--- config.mk ---
export PLATFORM = sky130hd
export DESIGN_NAME = veh_cmd_ctrl
export DESIGN_NICKNAME = d
export VERILOG_FILES = /design/src/rtl/veh_cmd_ctrl.sv
export SDC_FILE = /design/constraint.sdc
export NUM_CORES = 1
export LEC_CHECK = 0
export ABC_AREA = 1
export BUFFER_PORTS_ARGS = -buffer_cell sky130_fd_sc_hd__buf_4
export CORE_MARGIN = 4
export CORE_UTILIZATION = 35
export CTS_BUF_LIST = sky130_fd_sc_hd__clkbuf_4
export DETAILED_ROUTE_END_ITERATION = 10
export GPL_TIMING_DRIVEN = 0
export PLACE_DENSITY_LB_ADDON = 0.1
export SLEW_MARGIN = 20
export SYNTH_ARGS = -nofsm -noshare
export SYNTH_HDL_FRONTEND = slang
export SYNTH_SLANG_ARGS = --single-unit
--- constraint.sdc ---
create_clock -name clk -period 2 [get_ports clk]
set_input_delay 0.4 -clock clk [delete_from_list [all_inputs] [get_ports clk]]
set_output_delay 0.4 -clock clk [all_outputs]
set_load 0.02 [all_outputs]
--- src/rtl/veh_cmd_ctrl.sv ---
// Vehicle command controller: turns pkt_handler command words into throttle/steer PWM,
// with a link watchdog and a sticky kill state that force safe outputs.
module veh_cmd_ctrl #(
    parameter int unsigned TIMEOUT_CYCLES = 5000000,
    parameter int unsigned PWM_DIV        = 4
) (
    input  logic        clk,
    input  logic        rst,
    input  logic [15:0] data,
    input  logic        data_valid,
    input  logic        kill,
    input  logic        clr_kill,
    output logic        throttle_pwm,
    output logic        throttle_dir,
    output logic        steer_pwm,
    output logic        link_ok,
    output logic        estop,
    output logic [1:0]  state
);

    localparam int unsigned WD_W  = $clog2(TIMEOUT_CYCLES);
    localparam int unsigned PS_W  = (PWM_DIV > 1) ? $clog2(PWM_DIV) : 1;
    localparam int unsigned PWM_W = 8;

    localparam logic [1:0] ST_IDLE    = 2'b00;
    localparam logic [1:0] ST_ACTIVE  = 2'b01;
    localparam logic [1:0] ST_TIMEOUT = 2'b10;
    localparam logic [1:0] ST_KILLED  = 2'b11;

    localparam logic [PWM_W-1:0] SAFE_THR   = 8'h00;
    localparam logic [PWM_W-1:0] SAFE_STEER = 8'h80;

    logic [1:0]       r_state;
    logic [WD_W-1:0]  r_wdog;
    logic [PWM_W-1:0] r_cmd_thr;
    logic [PWM_W-1:0] r_cmd_steer;
    logic             r_cmd_dir;
    logic             r_link_ok;
    logic             r_estop;
    logic             r_dir;

    logic [PS_W-1:0]  r_ps;
    logic [PWM_W-1:0] r_cnt;
    logic [PWM_W-1:0] r_thr_sh;
    logic [PWM_W-1:0] r_steer_sh;
    logic             r_thr_pwm;
    logic             r_steer_pwm;

    logic [1:0]       w_state_nxt;
    logic [WD_W-1:0]  w_wdog_nxt;
    logic             w_capture;
    logic [PWM_W-1:0] w_thr_raw;
    logic [PWM_W-1:0] w_thr_mag;
    logic [PWM_W-1:0] w_cmd_thr_nxt;
    logic [PWM_W-1:0] w_cmd_steer_nxt;
    logic             w_cmd_dir_nxt;
    logic             w_active_nxt;
    logic [PWM_W-1:0] w_thr_eff;
    logic [PWM_W-1:0] w_steer_eff;
    logic             w_dir_eff;
    logic             w_leave_active;
    logic             w_ps_wrap;
    logic             w_cnt_wrap;

    // Next-state, watchdog and effective (safe-or-commanded) drive values
    always_comb begin
        w_state_nxt = r_state;
        w_wdog_nxt  = r_wdog;
        w_capture   = 1'b0;

        case (r_state)
            ST_IDLE, ST_TIMEOUT: begin
                if (kill) begin
                    w_state_nxt = ST_KILLED;
                end else if (data_valid) begin
                    w_state_nxt = ST_ACTIVE;
                    w_capture   = 1'b1;
                    w_wdog_nxt  = '0;
                end
            end
            ST_ACTIVE: begin
                if (kill) begin
                    w_state_nxt = ST_KILLED;
                end else if (data_valid) begin
                    w_capture  = 1'b1;
                    w_wdog_nxt = '0;
                end else if (r_wdog == WD_W'(TIMEOUT_CYCLES - 1)) begin
                    w_state_nxt = ST_TIMEOUT;
                end else begin
                    w_wdog_nxt = r_wdog + WD_W'(1);
                end
            end
            ST_KILLED: begin
                if (clr_kill && !kill) begin
                    w_state_nxt = ST_IDLE;
                end
            end
            default: begin
                w_state_nxt = ST_IDLE;
            end
        endcase

        // -128 has no positive counterpart in 8 bits, so it saturates to 127
        w_thr_raw = data[15:8];
        if (w_thr_raw[7]) begin
            w_thr_mag = (w_thr_raw == 8'h80) ? 8'h7F : PWM_W'(~w_thr_raw + 8'd1);
        end else begin
            w_thr_mag = w_thr_raw;
        end

        w_cmd_thr_nxt   = w_capture ? w_thr_mag : r_cmd_thr;
        w_cmd_steer_nxt = w_capture ? (data[7:0] ^ 8'h80) : r_cmd_steer;
        w_cmd_dir_nxt   = w_capture ? data[15] : r_cmd_dir;

        w_active_nxt   = (w_state_nxt == ST_ACTIVE);
        w_thr_eff      = w_active_nxt ? w_cmd_thr_nxt : SAFE_THR;
        w_steer_eff    = w_active_nxt ? w_cmd_steer_nxt : SAFE_STEER;
        w_dir_eff      = w_active_nxt & w_cmd_dir_nxt;
        w_leave_active = (r_state == ST_ACTIVE) && !w_active_nxt;
    end

    // State register, command capture and status outputs
    always_ff @(posedge clk) begin
        if (rst) begin
            r_state     <= ST_IDLE;
            r_wdog      <= '0;
            r_cmd_thr   <= SAFE_THR;
            r_cmd_steer <= SAFE_STEER;
            r_cmd_dir   <= 1'b0;
            r_link_ok   <= 1'b0;
            r_estop     <= 1'b0;
            r_dir       <= 1'b0;
        end else begin
            r_state     <= w_state_nxt;
            r_wdog      <= w_wdog_nxt;
            r_cmd_thr   <= w_cmd_thr_nxt;
            r_cmd_steer <= w_cmd_steer_nxt;
            r_cmd_dir   <= w_cmd_dir_nxt;
            r_link_ok   <= w_active_nxt;
            r_estop     <= (w_state_nxt == ST_KILLED);
            r_dir       <= w_dir_eff;
        end
    end

    assign w_ps_wrap  = (r_ps == PS_W'(PWM_DIV - 1));
    assign w_cnt_wrap = w_ps_wrap && (r_cnt == 8'hFF);

    // PWM engine: shadows reload at the period boundary, except the throttle
    // shadow which is cut immediately when ACTIVE is left
    always_ff @(posedge clk) begin
        if (rst) begin
            r_ps        <= '0;
            r_cnt       <= '0;
            r_thr_sh    <= SAFE_THR;
            r_steer_sh  <= SAFE_STEER;
            r_thr_pwm   <= 1'b0;
            r_steer_pwm <= 1'b0;
        end else begin
            r_ps <= w_ps_wrap ? '0 : r_ps + PS_W'(1);
            if (w_ps_wrap) begin
                r_cnt <= r_cnt + 8'd1;
            end
            if (w_cnt_wrap) begin
                r_thr_sh   <= w_thr_eff;
                r_steer_sh <= w_steer_eff;
            end
            if (w_leave_active) begin
                r_thr_sh <= SAFE_THR;
            end
            r_thr_pwm   <= (r_cnt < r_thr_sh);
            r_steer_pwm <= (r_cnt < r_steer_sh);
        end
    end

    assign throttle_pwm = r_thr_pwm;
    assign throttle_dir = r_dir;
    assign steer_pwm    = r_steer_pwm;
    assign link_ok      = r_link_ok;
    assign estop        = r_estop;
    assign state        = r_state;

endmodule

After elaboration in Yosys (flattened, before gate mapping)
Cells that the tools add are included.
{"block": "word_totals", "ff_bits": 73, "inputBits": 21, "out_inout_bits": 7, "wordCells": 71}
{"block": "op_classes", "n_addsub": 4, "magnitude_cmp": 2, "n_eq_ne": 13, "mux": 23, "n_bitwise": 3, "reduce_logical": 12}
{"operator": "$mux 23", "count": 5}
{"operator": "$mux 8", "count": 6}
{"operator": "$pmux 23 s2", "count": 1}
{"operator": "$add 23x1->23 const B", "count": 1}
{"operator": "$eq 23x23->1 const B", "count": 1}
{"operator": "$add 8x1->8 const B", "count": 2}
{"operator": "$eq 8x8->1 const B", "count": 2}
{"operator": "$lt 8x8->1", "count": 2}
{"operator": "$mux 2", "count": 6}
{"operator": "$eq 2x2->1 const B", "count": 4}
{"operator": "$not 8->8", "count": 1}
{"operator": "$ne 2x2->1 const B", "count": 3}
{"operator": "$pmux 2 s3", "count": 1}
{"operator": "$reduce_or 2->1", "count": 3}
{"operator": "$reduce_and 5->1", "count": 1}
{"operator": "$eq 2x1->1 const B", "count": 2}
{"operator": "$mux 1", "count": 4}
{"operator": "$logic_and 1x1->1", "count": 3}
{"operator": "$ne 3x3->1 const B", "count": 1}
{"operator": "$reduce_or 3->1", "count": 1}
{"operator": "$add 2x1->2 const B", "count": 1}
{"operator": "$logic_not 1->1", "count": 2}
{"operator": "$logic_not 2->1", "count": 1}
{"operator": "$reduce_bool 2->1", "count": 1}
{"operator": "other kinds (2)", "count": 2}

Longest topological paths before layout
{"block": "depth", "word_depth": 9, "depth_mapped": 12, "depth_no_buf": 12}

Worst setup path after synthesis
No wires, ideal clock.
{"block": "synth_path", "path_type": "register to register", "startpoint": "register r_wdog[0]", "endpoint": "register r_steer_sh[0]", "setup_ns": 0.128, "arrival_ns": 1.483, "t_required_ns": 1.872, "path_slack_ns": 0.388, "stages_incl_launch_ff": 12, "path_buffers": 1, "synth_period_minus_slack_ns": 1.612, "cell_sequence": "dfxtp_1 -> ha_1 -> nand2_2 -> nor2_4 -> nand3_1 -> nor2_4 -> nand3_4 -> nand2_4 -> inv_2 -> buf_2 -> nand3_1 -> o31ai_1"}
{"block": "synth_via", "elab_chain_cells": 7}
{"element": "from (decl)", "line": "34", "text": "logic [WD_W-1:0] r_wdog;"}
{"element": "from (signal assigned)", "line": "135", "text": "r_wdog <= w_wdog_nxt;"}
{"element": "$eq 23x23->1", "line": "87", "text": "end else if (r_wdog == WD_W'(TIMEOUT_CYCLES - 1)) begin"}
{"element": "$mux 2", "line": "87"}
{"element": "$mux 2", "line": "84", "text": "end else if (data_valid) begin"}
{"element": "$mux 2", "line": "82", "text": "if (kill) begin"}
{"element": "$pmux 2 s3", "line": "71", "text": "case (r_state)"}
{"element": "$eq 2x1->1", "line": "115", "text": "w_active_nxt = (w_state_nxt == ST_ACTIVE);"}
{"element": "$mux 8", "line": "117", "text": "w_steer_eff = w_active_nxt ? w_cmd_steer_nxt : SAFE_STEER;"}
{"element": "to (signal assigned)", "line": "165", "text": "r_steer_sh <= w_steer_eff;"}
{"element": "to (decl)", "line": "45", "text": "logic [PWM_W-1:0] r_steer_sh;"}
No other way between the ends.
A chain may end at the register's enable or synchronous reset.

Worst setup path in the final report
{"block": "layout_path", "startpoint": "register r_wdog[0]", "endpoint": "register r_wdog[13]"}
{"block": "layout_via", "elab_chain_cells": 5, "elab_cells_between_ends": 8, "classes_between": "1 x add/sub; 2 x eq/ne; 4 x mux; 1 x reduce/logical"}
{"element": "$add 23x1->23", "line": "90", "text": "w_wdog_nxt = r_wdog + WD_W'(1);"}
{"element": "$mux 23", "line": "87"}
{"element": "$mux 23", "line": "84"}
{"element": "$mux 23", "line": "82"}
{"element": "$pmux 23 s2", "line": "71"}
Parallel ways exist; a longest one is shown, timed or not. The select of a mux whose other input is x is not followed.

==> results.json <==
{
  "r2r_cells": 11,
  "dieArea_um2": 12790,
  "crit_required_ps": 2290,
  "root_buffer": "clkbuf_4",
  "start_kind": "register",
  "clkTransAtPathRegs_ps": 120,
  "cts_tree": "yes",
  "mostFrequentLayoutCells": "nand2_1, nor2_1, inv_1",
  "outcome": "finished, final reports clean",
  "final_common_cell": "nand2_1",
  "crit_path_max_incr_delay_ps": 360,
  "layout_setup_ws_ps": 164.5,
  "port_buffers": 27,
  "ctsHtreeMaxLevel": 3,
  "globalRouteOverflowTotal": 0,
  "power.leakage_nw": 1.720,
  "switchingPower_w": 0.0007652,
  "antenna_found_initial": 0,
  "min_path_type": "in2reg",
  "clock_skew_ps": 15.82,
  "dr.first_iter.drc_count": 114,
  "p_sw_frac": 0.2759,
  "synth_area_leaders": "dfxtp_1, nand2_1, nor2_1, inv_1, ha_1",
  "initial_core_util": 0.3565,
  "finalHoldViolCount": 0,
  "syn_inst": 561,
  "postSynthAreaPerCell_um2": 6.889,
  "clockBufferDepth": 2,
  "pin_count": 28,
  "drc": 0,
  "hp-start": "data[5]",
  "hpwl_mm": 7.476,
  "rows": 38,
  "min_to": "r_cmd_steer[5]",
  "core_area_um2": 10840,
  "relSlewSlack": 0.5940,
  "critPathSlowestCell": "dfxtp_2",
  "die_h_um": 113.1,
  "cp_max_fo": 10,
  "clock_power_share": 0.335,
  "synth_edf_count": 0,
  "worstSetupPathType": "reg2reg",
  "ys_ff_latch": 73,
  "maxSlewViolCount": 0,
  "endpoint_kind": "register",
  "gp_congestion": 0.8364,
  "worst_hold_slack_ps": 249.1,
  "post-route-period-util": 0.9178,
  "gr-usage-all-layers": 0.1620,
  "critPathLaunch": "r_wdog[0]",
  "clock-sinks": 73,
  "syn-num-nets": 600,
  "crit_top_cell": "nor2_4",
  "cp_data_arrival_time_ps": 2130,
  "cap_violations": 0,
  "grt_pass1_wl_mm": 16.81,
  "nets": 640,
  "antenna_left": 0,
  "finalSetupViolations": 0,
  "min_period_ps": 1836,
  "r2r_start": "r_wdog[0]",
  "p_comb_frac": 0.118,
  "power_w": 0.002773,
  "pwr-share-seq": 0.547,
  "yosys_warnings": 0,
  "synth_area_um2": 3865,
  "reg2reg_to": "r_wdog[13]",
  "wl_per_cell_um": 13.01,
  "fmax_mhz": 544.8,
  "synth_largest_area_cell": "dfxtp_1",
  "rsz0062_at_grt": "no",
  "worstMarginPinSlew_ps": 609.0,
  "vias_per_cell": 4.828,
  "dp_slack_ps": 40.06,
  "grt_pass1_vias": 3561,
  "clock_latency_ps": 430,
  "area_growth_pct": 14.44,
  "r2r_slack_ps": 160,
  "p_per_area_nw_per_um2": 627.0,
  "max-vdd-ir-drop_uv": 318.4,
  "worstPathCellList": "ha_1 > nand2_2 > nor2_4 > nand3_2 > nor2_4 > nand3_4 > nand2_4 > inv_2 > buf_4 > nand2_1 > a21oi_1",
  "fin_tns_setup_ps": 0,
  "cts_buffers": 9,
  "dr.pass1.iters": 4,
  "wl_mm": 9.708,
  "synth_flop_cell": "dfxtp_1",
  "dieWidth_um": 113.1,
  "p_int_w": 0.002008,
  "antenna_cells": 0,
  "grt_max_degree": 13,
  "whs_path_depth": 3,
  "synth-async-reset-ratio": 0,
  "drive_gt1_frac": 0.1370,
  "synth_cell_types": 41,
  "seq_area_frac_synth": 0.3781,
  "synth_top_area_frac": 0.3781,
  "vias": 3602
}
[Yosys cell counts (2+ instances only)]
library cell  instances
dfxtp_1              73
nor2_2                3
nand3_1              33
nand2_1             128
nand4_1              13
buf_1                 3
or2_2                 2
nand2_2               3
nor2_4                3
o22ai_1               3
buf_4                 2
nor2_1               86
a21oi_2               3
xor2_1                3
clkbuf_1              3
nand3_2               3
o21ai_0              26
inv_1                73
a21oi_1              33
ha_1                 18
nor3_1               14
o211ai_1              2
o32ai_1               6
inv_2                 6
buf_2                 3
[through the flow]
step,instance area (um2),std cells,utilization
floorplan,3865,561,-
global placement,4243,728,0.3914
finish,4423,746,0.4080
CTS,4375,744,0.4036
detailed placement,4243,728,0.3914
global route,4423,746,0.4080
[cell families after synthesis]
logic type	after synthesis	synth area share
fa+ha+maj	18	0.05827
simple gates	294	0.3364
xor+xnor	4	0.009066
compound gates	78	0.1149
buf+inv	94	0.1033
flops	73	0.3781
[power groups by stage]
stage / clock network, W / logic, W / registers, W
global placement: 0 / 0.000329 / 0.00155
floorplan: 0 / 0.000200 / 0.00156
finish: 0.000929 / 0.000327 / 0.00152
CTS: 0.000965 / 0.000333 / 0.00152
global route: 0.00102 / 0.000369 / 0.00152
detailed placement: 0 / 0.000332 / 0.00155
[flip-flops by register name, summed over array words and instances, names as in the netlist]
register      count
estop             1
r_cmd_steer       8
throttle_dir      1
r_wdog           23
link_ok           1
r_cmd_dir         1
steer_pwm         1
state             2
r_steer_sh        8
throttle_pwm      1
r_thr_sh          8
r_ps              2
r_cmd_thr         8
r_cnt             8
[how the worst max path moves through the flow]
stage | to | depth (start not counted)
finish | r_wdog[13] | 11
global route | r_wdog[20] | 12
CTS | r_thr_sh[2] | 9
detailed placement | r_thr_sh[2] | 9
global placement | r_thr_sh[2] | 9
floorplan | r_steer_sh[0] | 11
[what timing repair did]
action	CTS	global route
hold buffers	0	0
resized for setup	0	12
buffers inserted	0	2
hold endpoints to repair	0	0
endpoints found under the setup margin	0	31
[critical path: cells and delay by family, from the launching register on]
kind	cells	cell delay, ps
flops	1	360
fa+ha+maj	1	190
compound gates	1	50
buf+inv	2	280
simple gates	7	810
[cell type report]
| class | count | area (um2) |
|---|---|---|
| clock buffers | 10 | 75.07 |
| inverters | 80 | 300.3 |
| flip-flops and latches | 73 | 1466 |
| multi-input cells | 394 | 2027 |
| fillers | 1221 | 6417 |
| plain buffers | 14 | 103.9 |
| clock inverters | 6 | 57.56 |
| well taps | 140 | 175.2 |
| repair buffers | 29 | 217.7 |
[routing by layer]
layer	vias up	share of wire	GRT usage
met4	0	0.019	0.06250
met2	49	0.50	0.2812
met5	-	0	0
met1	1647	0.45	0.1960
li1	1893	-	-
met3	13	0.029	0.03422
(Power assumes the default switching activity.)
